## src/rtl/branch_seq_pkg.sv

```systemverilog
// Shared definitions for the conditional-branch sequencer: state encoding,
// branch opcode, IR field positions and the datapath strobe bundle.
package branch_seq_pkg;

  typedef enum logic [2:0] {
    IDLE = 3'd0,
    T0   = 3'd1,
    T1   = 3'd2,
    T2   = 3'd3,
    T3   = 3'd4,
    T4   = 3'd5,
    T5   = 3'd6,
    T6   = 3'd7
  } state_e;

  localparam logic [4:0] BR_OPC_DEF = 5'b10010;

  localparam int IR_OP_HI = 31;
  localparam int IR_OP_LO = 27;
  localparam int IR_C2_HI = 20;
  localparam int IR_C2_LO = 19;
  localparam int OPC_W    = IR_OP_HI - IR_OP_LO + 1;

  typedef struct packed {
    logic pc_out;
    logic mar_in;
    logic inc_pc;
    logic z_in;
    logic zlow_out;
    logic pc_in;
    logic read;
    logic mdr_in;
    logic mdr_out;
    logic ir_in;
    logic gra;
    logic r_out;
    logic con_in;
    logic y_in;
    logic c_out;
    logic add;
  } strobes_t;

endpackage

```

## src/rtl/branch_seq_sat_cnt.sv

```systemverilog
// Saturating up-counter with synchronous clear; holds at all-ones.
module sat_cnt #(
  parameter int CNT_W = 16
) (
  input  logic             clk,
  input  logic             clr,
  input  logic             enable,
  output logic [CNT_W-1:0] q
);

  localparam logic [CNT_W-1:0] ONE = {{(CNT_W-1){1'b0}}, 1'b1};

  logic [CNT_W-1:0] r_q;

  always_ff @(posedge clk) begin
    if (clr) begin
      r_q <= '0;
    end else if (enable && (r_q != '1)) begin
      r_q <= r_q + ONE;
    end
  end

  assign q = r_q;

endmodule

```

## src/rtl/branch_seq.sv

```systemverilog
// Fetch + conditional-branch control sequencer; non-branch opcodes are handed
// back to the main sequencer right after the IR is loaded.
module branch_seq
  import branch_seq_pkg::*;
#(
  parameter logic [OPC_W-1:0] BR_OPC = BR_OPC_DEF,
  parameter int               CNT_W  = 16
) (
  input  logic             clk,
  input  logic             clr,
  input  logic             go,
  input  logic [OPC_W-1:0] ir_op,
  input  logic             con,
  input  logic             mem_ready,
  output logic             busy,
  output logic             done,
  output logic             handoff,
  output logic             PCout,
  output logic             MARin,
  output logic             IncPC,
  output logic             Zin,
  output logic             Zlowout,
  output logic             PCin,
  output logic             Read,
  output logic             MDRin,
  output logic             MDRout,
  output logic             IRin,
  output logic             Gra,
  output logic             Rout,
  output logic             ConIn,
  output logic             Yin,
  output logic             Cout,
  output logic             ADD,
  output logic [CNT_W-1:0] taken_cnt,
  output logic [CNT_W-1:0] nottaken_cnt
);

  state_e   r_state;
  state_e   w_state_next;
  logic     r_t1_first;
  logic     w_is_br;
  strobes_t w_strb;

  assign w_is_br = (ir_op == BR_OPC);

  // r_t1_first marks the entry cycle of T1 so the PC bumps only once per stall.
  always_ff @(posedge clk) begin
    if (clr) begin
      r_state    <= IDLE;
      r_t1_first <= 1'b0;
    end else begin
      r_state    <= w_state_next;
      r_t1_first <= (r_state == T0);
    end
  end

  always_comb begin
    w_state_next = r_state;
    unique case (r_state)
      IDLE:    if (go) w_state_next = T0;
      T0:      w_state_next = T1;
      T1:      if (mem_ready) w_state_next = T2;
      T2:      w_state_next = T3;
      T3:      w_state_next = w_is_br ? T4 : IDLE;
      T4:      w_state_next = T5;
      T5:      w_state_next = T6;
      T6:      w_state_next = IDLE;
      default: w_state_next = IDLE;
    endcase
  end

  always_comb begin
    w_strb  = '0;
    busy    = (r_state != IDLE);
    done    = 1'b0;
    handoff = 1'b0;
    unique case (r_state)
      IDLE: ;
      T0: begin
        w_strb.pc_out = 1'b1;
        w_strb.mar_in = 1'b1;
        w_strb.inc_pc = 1'b1;
        w_strb.z_in   = 1'b1;
      end
      T1: begin
        w_strb.zlow_out = 1'b1;
        w_strb.pc_in    = r_t1_first;
        w_strb.read     = 1'b1;
        w_strb.mdr_in   = 1'b1;
      end
      T2: begin
        w_strb.mdr_out = 1'b1;
        w_strb.ir_in   = 1'b1;
      end
      T3: begin
        w_strb.gra    = w_is_br;
        w_strb.r_out  = w_is_br;
        w_strb.con_in = w_is_br;
        handoff       = !w_is_br;
        done          = !w_is_br;
      end
      T4: begin
        w_strb.pc_out = 1'b1;
        w_strb.y_in   = 1'b1;
      end
      T5: begin
        w_strb.c_out = 1'b1;
        w_strb.add   = 1'b1;
        w_strb.z_in  = 1'b1;
      end
      T6: begin
        w_strb.zlow_out = 1'b1;
        w_strb.pc_in    = con;
        done            = 1'b1;
      end
      default: ;
    endcase
  end

  assign PCout   = w_strb.pc_out;
  assign MARin   = w_strb.mar_in;
  assign IncPC   = w_strb.inc_pc;
  assign Zin     = w_strb.z_in;
  assign Zlowout = w_strb.zlow_out;
  assign PCin    = w_strb.pc_in;
  assign Read    = w_strb.read;
  assign MDRin   = w_strb.mdr_in;
  assign MDRout  = w_strb.mdr_out;
  assign IRin    = w_strb.ir_in;
  assign Gra     = w_strb.gra;
  assign Rout    = w_strb.r_out;
  assign ConIn   = w_strb.con_in;
  assign Yin     = w_strb.y_in;
  assign Cout    = w_strb.c_out;
  assign ADD     = w_strb.add;

  sat_cnt #(.CNT_W(CNT_W)) u_taken_cnt (
    .clk    (clk),
    .clr    (clr),
    .enable ((r_state == T6) && con),
    .q      (taken_cnt)
  );

  sat_cnt #(.CNT_W(CNT_W)) u_nottaken_cnt (
    .clk    (clk),
    .clr    (clr),
    .enable ((r_state == T6) && !con),
    .q      (nottaken_cnt)
  );

endmodule

```

## config.mk

```make
export PLATFORM = sky130hd
export DESIGN_NAME = branch_seq
export DESIGN_NICKNAME = d
export VERILOG_FILES = /design/src/rtl/branch_seq_pkg.sv /design/src/rtl/branch_seq_sat_cnt.sv /design/src/rtl/branch_seq.sv
export SDC_FILE = /design/constraint.sdc
export NUM_CORES = 1
export LEC_CHECK = 0
export CAP_MARGIN = 30
export CORE_MARGIN = 4
export CORE_UTILIZATION = 47
export CTS_CLUSTER_SIZE = 12
export DETAILED_ROUTE_END_ITERATION = 10
export PLACE_DENSITY = 0.8
export SYNTH_ARGS = -nofsm -noshare
export SYNTH_HDL_FRONTEND = slang
export SYNTH_SLANG_ARGS = --single-unit
```

## constraint.sdc

```tcl
create_clock -name clk -period 2.4 [get_ports clk]
set_input_delay 0.24 -clock clk [delete_from_list [all_inputs] [get_ports clk]]
set_output_delay 0.24 -clock clk [all_outputs]
set_load 0.05 [all_outputs]
```

### After elaboration in Yosys (flattened, before gate mapping)

Index checks and enable logic that the tools add are counted.

* RAM bits: 0
* bits in latches: 0
* register bits after elaboration: 36
* memories kept: 0
* word-level logic and storage cells: 44
* output and inout port bits: 51
* ROM bits: 0
* bits of input ports: 10

* bitwise operators: 0
* divide/modulo/power cells: 0
* equal/unequal tests: 12
* add/subtract/negate cells: 2
* mux-type cells: 15
* $lt $le $gt $ge: 0
* reduce and logical (&&, ||, !) cells: 11
* shift operators: 0
* $mul: 0

Operator list (number)
* $add A16 B1 Y16 const B: 2
* $ne A16 B16 Y1 const B: 2
* $pmux W3 S8: 1
* $eq A3 B3 Y1 const B: 4
* $mux W3: 4
* $mux W2: 4
* $eq A3 B2 Y1 const B: 2
* $eq A5 B5 Y1 const B: 1
* $logic_and A1 B1 Y1: 4
* $mux W1: 4
* $ne A2 B2 Y1 const B: 2
* $pmux W2 S2: 1
* $reduce_or A2 Y1: 2
* $eq A3 B1 Y1 const B: 1
* $logic_not A3 Y1: 1
* $reduce_bool A3 Y1: 1
* $logic_not A1 Y1: 2
* $pmux W1 S2: 1
* $reduce_and A2 Y1: 1

### Depth between registers and ports, before layout

Gate-level depths: netlist of the first run.

* depth after elaboration: 3
* depth in mapped cells: 6
* mapped depth without buffers: 5

### By module

From an unflattened synthesis of the first run, not the netlist that was laid out.

* cells, all modules: 249
* area, all modules: 2060.7 sq um

By module, submodules not included
* sat_cnt: seq. area each 320.3 sq um, instances 2, area each 848.3 sq um, cells an instance 99
* branch_seq: seq. area each 80.1 sq um, instances 1, area each 364.1 sq um, cells an instance 51

### Worst setup path before layout of the first run

OpenSTA, ideal clock, no wires.

* path kind: flip-flop to output port
* start point: register r_state[2]
* end point: output port done
* buffers on the path: 2
* slack: 135 ps
* arrival: 2025 ps
* stages on the path, launching flop included: 4
* cells stage by stage: dfxtp_1 clkbuf_1 clkbuf_1 a21boi_0

* cells in the longest elaborated chain, start to end: 2
* elaborated cells on any way between the ends: 3

RTL lines
* start, declared: line branch_seq.sv:38 `state_e r_state;`
* start signal, assigned: line branch_seq.sv:52 `r_state <= w_state_next;`
* $eq A3 B3 Y1: line branch_seq.sv:77 `unique case (r_state)`
* $pmux W1 S2 *: line branch_seq.sv:77
* end, declared: line branch_seq.sv:16 `output logic done,`

Every way passes the cells marked *; elsewhere a longest branch is shown, timed or not.

### Worst setup path after layout of the first run

* start point: register r_state[0]
* end point: output port Yin

* cells in the longest elaborated chain, start to end: 2

RTL lines
* $eq A3 B3 Y1: line branch_seq.sv:77
* $mux W1: line branch_seq.sv:77
* end, declared: line branch_seq.sv:31 `output logic Yin,`

No other way between the ends.

==> results by group, run 1 <==
Outcome
  • Status: finished clean

STA
  • Final hold viol count: 0
  • Fmax: 444.7 MHz
  • Setup Skew: about 0.0060 ns
  • Post-route clock period utilization: a little over nine tenths
  • Final TNS setup: 0 ns
  • Slew headroom: just under 60%
  • Worst setup margin: approximately 0.15 ns
  • Final Critical Period: around 2.2 ns
  • Final setup viols: 0
  • RSZ-0062 raised after global routing: no
  • Actual slew at the worst max-slew pin: 0.6279 ns
  • Slew Viols, Final: 0

Final layout
  • Fin area: 2775 um^2
  • Fraction of layout cells with a size suffix above 1: 10.03%
  • # fillers: ~350
  • # nets final: 320
  • Area grow syn2layout: 36.74%
  • Core occupancy in the finished layout: ~68%
  • Ant. Diodes: 0

Logic synthesis
  • Synth async-reset ratio: 0%
  • Yosys reg bits: 36
  • Ys flop type: dfxtp_1
  • Top cell type's share of synthesized area: between 30% and 40%
  • Ranking of synthesized cells by area: dfxtp_1 (36%), a21oi_1 (6.2%), or4_1 (4.4%), nand2_1 (3.7%), o31ai_1 (3.7%)
  • Syn Area/Cell: roughly 8 um^2
  • Net Count, Synth: between 200 and 300
  • Mapped Area: 2029 um^2
  • Number of synthesized flops with an enable pin: 0
  • Leading area contributor after synthesis: dfxtp_1
  • Ys Warns: 0
  • Post-Synthesis Cells: around 250
  • Part of the Yosys area used for sequential elements: 35.51%
  • Post-synthesis cell type count: 44

Pwr
  • Total leakage power: between 1 and 1.5 nW
  • Logic pwr share: a little under an eighth
  • Clk network pwr share: 40.6%
  • VDD IR max: 0.2811 mV
  • Sw Pwr: ~0.00032 W
  • Pwr Total: between 0.001 and 0.0015 W
  • Internal Pwr Total: about 0.00096 W
  • Sw frac: 24.82%
  • Pwr Density: 462.0 nW/um^2
  • Sequential share of power: 47.8%

Clocking
  • CTS Buf Count: 5
  • H-Tree Depth: 2
  • Clk_lat worst skew: 0.28 ns
  • Clk sinks: 36
  • CTS tree: yes
  • Clk root buf: clkbuf_8
  • Max clock buf depth: 2
  • Clock Pin Slew Worst Setup and Hold Paths: ~0.07 ns

Flow run
  • # Max-Cap Violations: 0

Routing
  • Vias after detailed routing: 2084
  • DR pass1 iterations: 4
  • DR WL/cell: approximately 14 um
  • Antenna-violating nets left: 0
  • Via density per instance: 5.805
  • Total wire length: 5023 um
  • DR DRC count: 0
  • Drt initial violations: ~110

Placed design
  • Placed cell area: 2659 um^2
  • GPL Wtd Cong: 0.7494
  • Dpl ws: roughly 0.16 ns
  • Buffers on Ports: 60
  • DP HPWL: around 3600 um

Die
  • Die height: 73.71 um
  • I/O pins: 61
  • Die ar.: 5433 um^2
  • Core Region: between 4000 and 5000 um^2
  • Placement Rows: 23
  • Initial Util: 49.66%
  • Chip width: 73.71 um

Setup path
  • R2R depth: 4
  • Crit path launch type: register
  • Slowest cell on crit path: clkdlybuf4s50_1
  • Reg2reg start: r_state[1]
  • CP bufs+invs: 2
  • Critical path type: reg2out
  • Top cell family by delay on the critical path: buffers and inverters
  • Reg2reg setup slack: 0.28 ns
  • Worst path required time: 2.16 ns
  • Critical R2R Capture: u_taken_cnt.q[11]
  • Critical path capture point type: output pin
  • CP max FO: 13
  • Crit path largest cell delay: 0.80 ns
  • CP Data Arrival Time: 2.01 ns
  • Critical-path cell list: nand2b_1 -> inv_1 -> and2_1 -> clkdlybuf4s50_1

Min path
  • Hold path depth: 2
  • Worst hold start: u_nottaken_cnt.q[1]
  • HP Class: reg2reg
  • Hold worst-path end: u_nottaken_cnt.q[1]

Global routing
  • First-pass GRT wire length: 8852 um
  • Vias in the first global route: 1980
  • Initial antenna violation count: 0
  • Tot GR Track Use: 20.12%
  • Pin count of the biggest net entering global routing: between 40 and 50
  • Global route overflow: 0
==> registers in the layout, summed over array words and instances (netlist names) <==
signal / flops
u_nottaken_cnt.q: 16
u_taken_cnt.q: 16
r_state: 3
r_t1_first: 1
==> final cells by class <==
class | count | area (um^2) | area share, %
Clock buffer | 6 | 72.57 | 2.615
Clock inverter | 2 | 35.03 | 1.262
Multi-Input combinational cell | 189 | 1179 | 42.47
Timing Repair Buffer | 67 | 671.9 | 24.21
Tap cell | 50 | 62.56 | 2.254
Inverter | 9 | 33.78 | 1.217
Sequential cell | 36 | 720.7 | 25.97
==> worst register-to-register path, stage by stage, from the launching register on <==
cell,delay (ns)
dfxtp_1,0.58
nand4_1,0.21
or4b_4,0.61
or4_1,0.49
a21oi_1,0.16
==> metal layers <==
layer	GRT usage, %	wire (um)	vias to the layer above
li1	-	-	1052
met1	26.45	2304	972
met3	4.925	298	5
met4	6.439	51	0
met2	32.19	2369	55
met5	0	0	-
==> worst max path at each step <==
stage,startpoint,to,slack (ns),cells after the start
global placement,con,u_taken_cnt.q[13],0.22,5
global route,r_state[0],Yin,0.004,4
CTS,r_state[1],MDRin,0.08,3
finish,r_state[0],Yin,0.15,4
detailed placement,con,u_taken_cnt.q[13],0.16,5
floorplan,r_state[2],done,0.13,3
==> stage by stage <==
| step | hold WS [ns] | cells |
|---|---|---|
| floorplan | 0.4421 | 253 |
| global placement | 0.4905 | 351 |
| detailed placement | 0.5109 | 351 |
| CTS | 0.5208 | 359 |
| global route | 0.5498 | 359 |
| finish | 0.5105 | 359 |
==> cells in the final DEF, fill, tap and decap left out, types with 7 or more instances in the layout <==
| cell | instances |
|---|---|
| a21oi_1 | 25 |
| buf_4 | 11 |
| clkdlybuf4s50_1 | 49 |
| dfxtp_1 | 36 |
| inv_1 | 9 |
| nand2_1 | 20 |
| nand3_1 | 11 |
| nand4_1 | 7 |
| nor2_1 | 19 |
| nor2b_1 | 7 |
| nor3_1 | 8 |
| o21ai_0 | 7 |
| o31ai_1 | 10 |
| or4_1 | 12 |
==> synth_stat cells (all sizes together) (2+ instances only) <==
cell type and n:
a2111oi 2, a211oi 5, a21oi 25, a31oi 2
and2 3, and3 4, and4 3, and4b 2
buf 9, clkbuf 10, dfxtp 36, ha 2
inv 9, mux2 6, mux2i 2, nand2 20
nand2b 3, nand3 11, nand4 8, nor2 19
nor2b 7, nor3 8, nor4 5, o21ai 7
o31ai 10, o41ai 3, or2 3, or3 6
or4 12
==> cell families after synthesis <==
group | count (synthesis) | synth area share (%)
adder cells (fa/ha/maj) | 2 | 1.233
XOR/XNOR | 1 | 0.4316
flip-flops | 36 | 35.51
AO/OA/AOI/OAI | 59 | 18.37
buffers and inverters | 28 | 6.412
AND/OR/NAND/NOR | 119 | 33.72
multiplexers | 8 | 4.315
==> power by group through the flow <==
| stage | clock, W | combinational (W) | sequential (W) |
|---|---|---|---|
| global placement | 0 | 0.000150 | 0.000626 |
| CTS | 0.000535 | 0.000151 | 0.000613 |
| global route | 0.000563 | 0.000158 | 0.000615 |
| floorplan | 0 | 0.000107 | 0.000619 |
| finish | 0.000521 | 0.000149 | 0.000613 |
| detailed placement | 0 | 0.000151 | 0.000627 |
==> repair_timing <==
item,CTS,global route
hold buffers,0,0
buffers inserted,0,0
setup endpoints to repair,1,4
gates cloned,0,0
resized for setup,1,4
(Power assumes the default switching activity.)
==> run 2, diff against run 1 <==
--- a/config.mk
+++ b/config.mk
@@ -6,7 +6,7 @@
 export NUM_CORES = 1
 export LEC_CHECK = 0
 export CAP_MARGIN = 30
-export CORE_MARGIN = 4
+export CORE_MARGIN = 3
 export CORE_UTILIZATION = 47
 export CTS_CLUSTER_SIZE = 12
 export DETAILED_ROUTE_END_ITERATION = 10
==> results by group, run 2 (synthesis results as in run 1) <==
Min path
  • Hold path depth: 2 (unchanged)
  • Hold worst-path end: u_nottaken_cnt.q[15] (was u_nottaken_cnt.q[1])
  • Worst hold start: u_nottaken_cnt.q[15] (was u_nottaken_cnt.q[1])
  • HP Class: reg2reg (unchanged)

Flow run
  • # Max-Cap Violations: 0 (unchanged)

Setup path
  • Crit path launch type: register (unchanged)
  • Reg2reg start: r_state[1] (unchanged)
  • Critical path type: reg2out (unchanged)
  • CP Data Arrival Time: 2.01 ns (about the same)
  • Critical R2R Capture: u_taken_cnt.q[11] (unchanged)
  • Worst path required time: 2.16 ns (about the same)
  • R2R depth: 4 (unchanged)
  • Critical path capture point type: output pin (unchanged)
  • Reg2reg setup slack: 0.31 ns (was 0.28 ns)
  • CP max FO: 14 (was 13)

STA
  • Setup Skew: 0.006958 ns (was 0.006016 ns)
  • Final setup viols: 0 (unchanged)
  • Final TNS setup: 0 ns (unchanged)
  • Final Critical Period: 2.247 ns (was 2.249 ns)
  • Fmax: 445.0 MHz (was 444.7 MHz)
  • Slew Viols, Final: 0 (unchanged)
  • Slew headroom: 55.79% (was 57.76%)
  • Worst setup margin: 0.1528 ns (was 0.1514 ns)
  • Final hold viol count: 0 (unchanged)
  • Post-route clock period utilization: 93.63% (was 93.69%)
  • Actual slew at the worst max-slew pin: 0.6571 ns (was 0.6279 ns)
  • RSZ-0062 raised after global routing: no (unchanged)

Global routing
  • Vias in the first global route: 1916 (was 1980)
  • Global route overflow: 0 (unchanged)
  • Initial antenna violation count: 0 (unchanged)
  • First-pass GRT wire length: 8473 um (was 8852 um)
  • Pin count of the biggest net entering global routing: 43 (unchanged)
  • Tot GR Track Use: 20.31% (was 20.12%)

Final layout
  • Most common cell after layout, fill and taps aside: clkdlybuf4s50_1 (unchanged)
  • Most frequent cells in the layout: clkdlybuf4s50_1 (47), dfxtp_1 (36), a21oi_1 (25) (was clkdlybuf4s50_1 (49), dfxtp_1 (36), a21oi_1 (25))
  • Final Non-Filler Cells: 357 (was 359)
  • Ant. Diodes: 0 (unchanged)
  • Area grow syn2layout: 35.14% (was 36.74%)
  • # fillers: 386 (was 354)
  • # nets final: 319 (was 320)
  • Fraction of layout cells with a size suffix above 1: 9.446% (was 10.03%)

Routing
  • Drt initial violations: 142 (was 114)
  • Via density per instance: 5.779 (was 5.805)
  • DR pass1 iterations: 4 (unchanged)
  • Antenna-violating nets left: 0 (unchanged)
  • DR WL/cell: 13.83 um (was 13.99 um)
  • Total wire length: 4936 um (was 5023 um)
  • Vias after detailed routing: 2063 (was 2084)
  • DR DRC count: 0 (unchanged)

Outcome
  • Status: finished clean (unchanged)

Die
  • I/O pins: 61 (unchanged)
  • Initial Util: 49.66% (unchanged)
  • Placement Rows: 23 (unchanged)
  • Die height: 71.71 um (was 73.71 um)
  • Die ar.: 5142 um^2 (was 5433 um^2)
  • Chip width: 71.71 um (was 73.71 um)
  • Core Region: 4086 um^2 (unchanged)

Pwr
  • Total leakage power: 1.018 nW (was 1.002 nW)
  • VDD IR max: 0.2685 mV (was 0.2811 mV)
  • Pwr Total: 0.001168 W (was 0.001282 W)
  • Pwr Density: 425.8 nW/um^2 (was 462.0 nW/um^2)

Placed design
  • DP HPWL: 3477 um (was 3646 um)
  • Buffers on Ports: 60 (unchanged)
  • Dpl ws: 0.1821 ns (was 0.1595 ns)
  • GPL Wtd Cong: 0.7671 (was 0.7494)
  • Post-placement cell count: 350 (was 351)

Clocking
  • CTS Buf Count: 5 (unchanged)
  • Clk_lat worst skew: 0.29 ns (was 0.28 ns)
  • Clock Pin Slew Worst Setup and Hold Paths: 0.07 ns (about the same)
  • Hold Buf Count CTS: 0 (unchanged)
  • Clk root buf: clkbuf_8 (unchanged)
  • Max clock buf depth: 2 (unchanged)
  • CTS tree: yes (unchanged)
  • H-Tree Depth: 2 (unchanged)
  • Clk sinks: 36 (unchanged)
==> run 2: cell types whose count changed in the layout (fill, tap and decap cells not counted) <==
cell and delta:
buf_4 -1, bufinv_16 -1, clkdlybuf4s50_1 -2, dlymetal6s2s_1 +2
==> run 2: worst max path at each step <==
stage | from | endpoint | slack, ns | cells after the start
final | r_state[2] | busy | 0.15 | 3
after global routing | r_state[1] | MDRout | 0.06 | 3
after CTS | r_state[2] | Zlowout | 0.01 | 4
after detailed placement | con | u_taken_cnt.q[11] | 0.18 | 5
after global placement | con | u_taken_cnt.q[11] | 0.22 | 5
after floorplan | r_state[2] | done | 0.13 | 3
==> run 2: layout make-up <==
class	count	area (um^2)	share of cell area [%]
timing repair buffer	66	669.4	24.41
inverter	9	33.78	1.232
multi-input combinational	189	1179	42.97
tap	50	62.56	2.281
clock inverter	1	5.005	0.1825
sequential	36	720.7	26.28
clock buffer	6	72.57	2.646
==> run 2: per-layer routing <==
layer | global-route usage (%) | vias up | wire length, um
met5 | 0 | - | 0
met4 | 7.724 | 0 | 78
met3 | 6.311 | 6 | 335
met2 | 32.65 | 60 | 2272
met1 | 25.41 | 951 | 2249
li1 | - | 1046 | -
==> run 2: critical path, stage by stage, from the launching register on <==
cell	delay (ns)
dfxtp_1	0.57
buf_4	0.23
or3_1	0.10
clkdlybuf4s50_1	0.82
==> run 2: what timing repair did <==
item	4_1_cts	5_1_grt
buffers inserted	0	0
setup endpoints to repair	1	6
resized for setup	1	6
==> run 2: where the power goes <==
| part | total, W | leakage [nW] | internal, W | switching (W) |
|---|---|---|---|---|
| Sequential | 0.000613 | 0.290 | 0.000602 | 0.0000116 |
| Clock | 0.000406 | 0.0410 | 0.000197 | 0.000209 |
| Combinational | 0.000148 | 0.687 | 0.0000534 | 0.0000947 |
| Total | 0.00117 | 1.02 | 0.000852 | 0.000315 |
==> run 2: metrics by stage <==
stage / hold slack (ns) / utilization (%) / cell area (um^2)
6_report: 0.5115 / 67.12 / 2743
5_1_grt: 0.5321 / 67.12 / 2743
4_1_cts: 0.5123 / 66.75 / 2728
3_5_place_dp: 0.5049 / 64.88 / 2651
3_3_place_gp: 0.4805 / 64.88 / 2651
2_1_floorplan: 0.4421 / - / 2029
==> run 3, diff against run 2 <==
--- a/config.mk
+++ b/config.mk
@@ -11,6 +11,7 @@
 export CTS_CLUSTER_SIZE = 12
 export DETAILED_ROUTE_END_ITERATION = 10
 export PLACE_DENSITY = 0.8
+export SETUP_SLACK_MARGIN = 0.02
 export SYNTH_ARGS = -nofsm -noshare
 export SYNTH_HDL_FRONTEND = slang
 export SYNTH_SLANG_ARGS = --single-unit
==> results by group, run 3 (synthesis results as in run 1) <==
Setup path
  • Worst path required time: 2.16 ns (about the same)
  • Crit path launch type: register (unchanged)
  • CP Data Arrival Time: 2.01 ns (about the same)
  • CP max FO: 14 (unchanged)
  • Critical path capture point type: output pin (unchanged)
  • Critical path type: reg2out (unchanged)

Routing
  • DR WL/cell: 13.83 um (about the same)
  • DR pass1 iterations: 4 (unchanged)
  • Total wire length: 4939 um (was 4936 um)
  • Drt initial violations: 139 (was 142)
  • Via density per instance: 5.765 (was 5.779)
  • Antenna-violating nets left: 0 (unchanged)
  • Vias after detailed routing: 2058 (was 2063)
  • DR DRC count: 0 (unchanged)

STA
  • Final TNS setup: 0 ns (unchanged)
  • Fmax: 444.1 MHz (was 445.0 MHz)
  • Post-route clock period utilization: 93.82% (was 93.63%)
  • Final hold viol count: 0 (unchanged)
  • Final setup viols: 0 (unchanged)
  • Actual slew at the worst max-slew pin: 0.6494 ns (was 0.6571 ns)
  • Final Critical Period: 2.252 ns (was 2.247 ns)
  • Slew headroom: 56.31% (was 55.79%)
  • Slew Viols, Final: 0 (unchanged)
  • RSZ-0062 raised after global routing: no (unchanged)
  • Setup Skew: 0.007906 ns (was 0.006958 ns)

Die
  • Chip width: 71.71 um (unchanged)
  • I/O pins: 61 (unchanged)
  • Placement Rows: 23 (unchanged)
  • Initial Util: 49.66% (unchanged)
  • Core Region: 4086 um^2 (unchanged)
  • Die height: 71.71 um (unchanged)
  • Die ar.: 5142 um^2 (unchanged)

Pwr
  • Sequential share of power: 52.6% (was 52.5%)
  • Sw Pwr: 0.0003153 W (was 0.0003155 W)
  • Sw frac: 27.02% (was 27.01%)
  • Total leakage power: 1.006 nW (was 1.018 nW)
  • Pwr Total: 0.001167 W (was 0.001168 W)
  • Clk network pwr share: 34.8% (about the same)
  • Internal Pwr Total: 0.0008515 W (was 0.0008524 W)
  • Logic pwr share: 12.6% (was 12.7%)
  • VDD IR max: 0.2686 mV (was 0.2685 mV)
  • Pwr Density: 426.0 nW/um^2 (was 425.8 nW/um^2)

Global routing
  • Tot GR Track Use: 20.31% (unchanged)
  • Global route overflow: 0 (unchanged)
  • Vias in the first global route: 1916 (unchanged)
  • Pin count of the biggest net entering global routing: 43 (unchanged)
  • First-pass GRT wire length: 8473 um (unchanged)
  • Initial antenna violation count: 0 (unchanged)

Clocking
  • Max clock buf depth: 2 (unchanged)
  • CTS tree: yes (unchanged)
  • Clock Pin Slew Worst Setup and Hold Paths: 0.07 ns (about the same)
  • Clk sinks: 36 (unchanged)
  • H-Tree Depth: 2 (unchanged)
  • CTS Buf Count: 5 (unchanged)
  • Clk_lat worst skew: 0.29 ns (about the same)
  • Clk root buf: clkbuf_8 (unchanged)
  • Setup Buffers After CTS: 0 (unchanged)
  • Post-CTS Resized: 2 (was 1)
  • Hold Buf Count CTS: 0 (unchanged)

Placed design
  • GPL Wtd Cong: 0.7671 (unchanged)
  • DP HPWL: 3477 um (unchanged)
  • Post-placement cell count: 350 (unchanged)
  • Placed cell area: 2651 um^2 (unchanged)
  • Buffers on Ports: 60 (unchanged)

Final layout
  • Fraction of layout cells with a size suffix above 1: 9.446% (unchanged)
  • Ant. Diodes: 0 (unchanged)
  • Most frequent cells in the layout: clkdlybuf4s50_1 (47), dfxtp_1 (36), a21oi_1 (25) (unchanged)
  • Fin area: 2739 um^2 (was 2743 um^2)
  • # nets final: 319 (unchanged)
  • Final Non-Filler Cells: 357 (unchanged)
  • Area of the multi-input gates: 1179 um^2 (unchanged)
  • Most common cell after layout, fill and taps aside: clkdlybuf4s50_1 (unchanged)
  • # fillers: 385 (was 386)
  • Area grow syn2layout: 34.96% (was 35.14%)
  • Reg area: 720.7 um^2 (unchanged)

Outcome
  • Status: finished clean (unchanged)

Min path
  • HP Class: reg2reg (unchanged)

Flow run
  • # Max-Cap Violations: 0 (unchanged)
[run 3: power by group through the flow]
stage	clock (W)	combinational [W]	sequential, W
2_1_floorplan	0	0.000107	0.000619
6_report	0.000406	0.000147	0.000614
3_5_place_dp	0	0.000151	0.000627
3_3_place_gp	0	0.000149	0.000627
4_1_cts	0.000421	0.000149	0.000613
5_1_grt	0.000436	0.000156	0.000616
[run 3: area by class of cell]
class                           instances  area share (%)
Sequential cell                        36           26.31
Clock inverter                          1          0.1827
Inverter                                9           1.233
Timing Repair Buffer                   66           24.30
Multi-Input combinational cell        189           43.03
Clock buffer                            6           2.650
Tap cell                               50           2.284
[run 3: path summary, 6_finish.rpt]
check,start,to,slack (ns),cells after the start
max,r_state[2],busy,0.15,3
min,u_nottaken_cnt.q[15],u_nottaken_cnt.q[15],0.51,2
max reg2reg,r_state[1],u_taken_cnt.q[11],0.30,4
min reg2reg,u_nottaken_cnt.q[15],u_nottaken_cnt.q[15],0.51,2
[run 3: critical path, stage by stage, from the launching register on]
cell	delay, ns
dfxtp_1	0.57
buf_4	0.23
or3_1	0.10
clkdlybuf4s50_1	0.82
[run 3: through the flow]
stage,worst slack (ns),utilization [%],hold WS (ns)
2_1_floorplan,0.1347,-,0.4421
3_3_place_gp,0.2207,64.88,0.4805
3_5_place_dp,0.1821,64.88,0.5049
4_1_cts,0.1005,66.72,0.5123
5_1_grt,0.05812,67.02,0.5321
6_report,0.1484,67.02,0.5115
[run 3: layer usage]
layer / global-route usage (%) / share of wire (%)
met1: 25.41 / 46
met2: 32.65 / 46
met3: 6.311 / 6.7
met4: 7.724 / 1.6
met5: 0 / 0
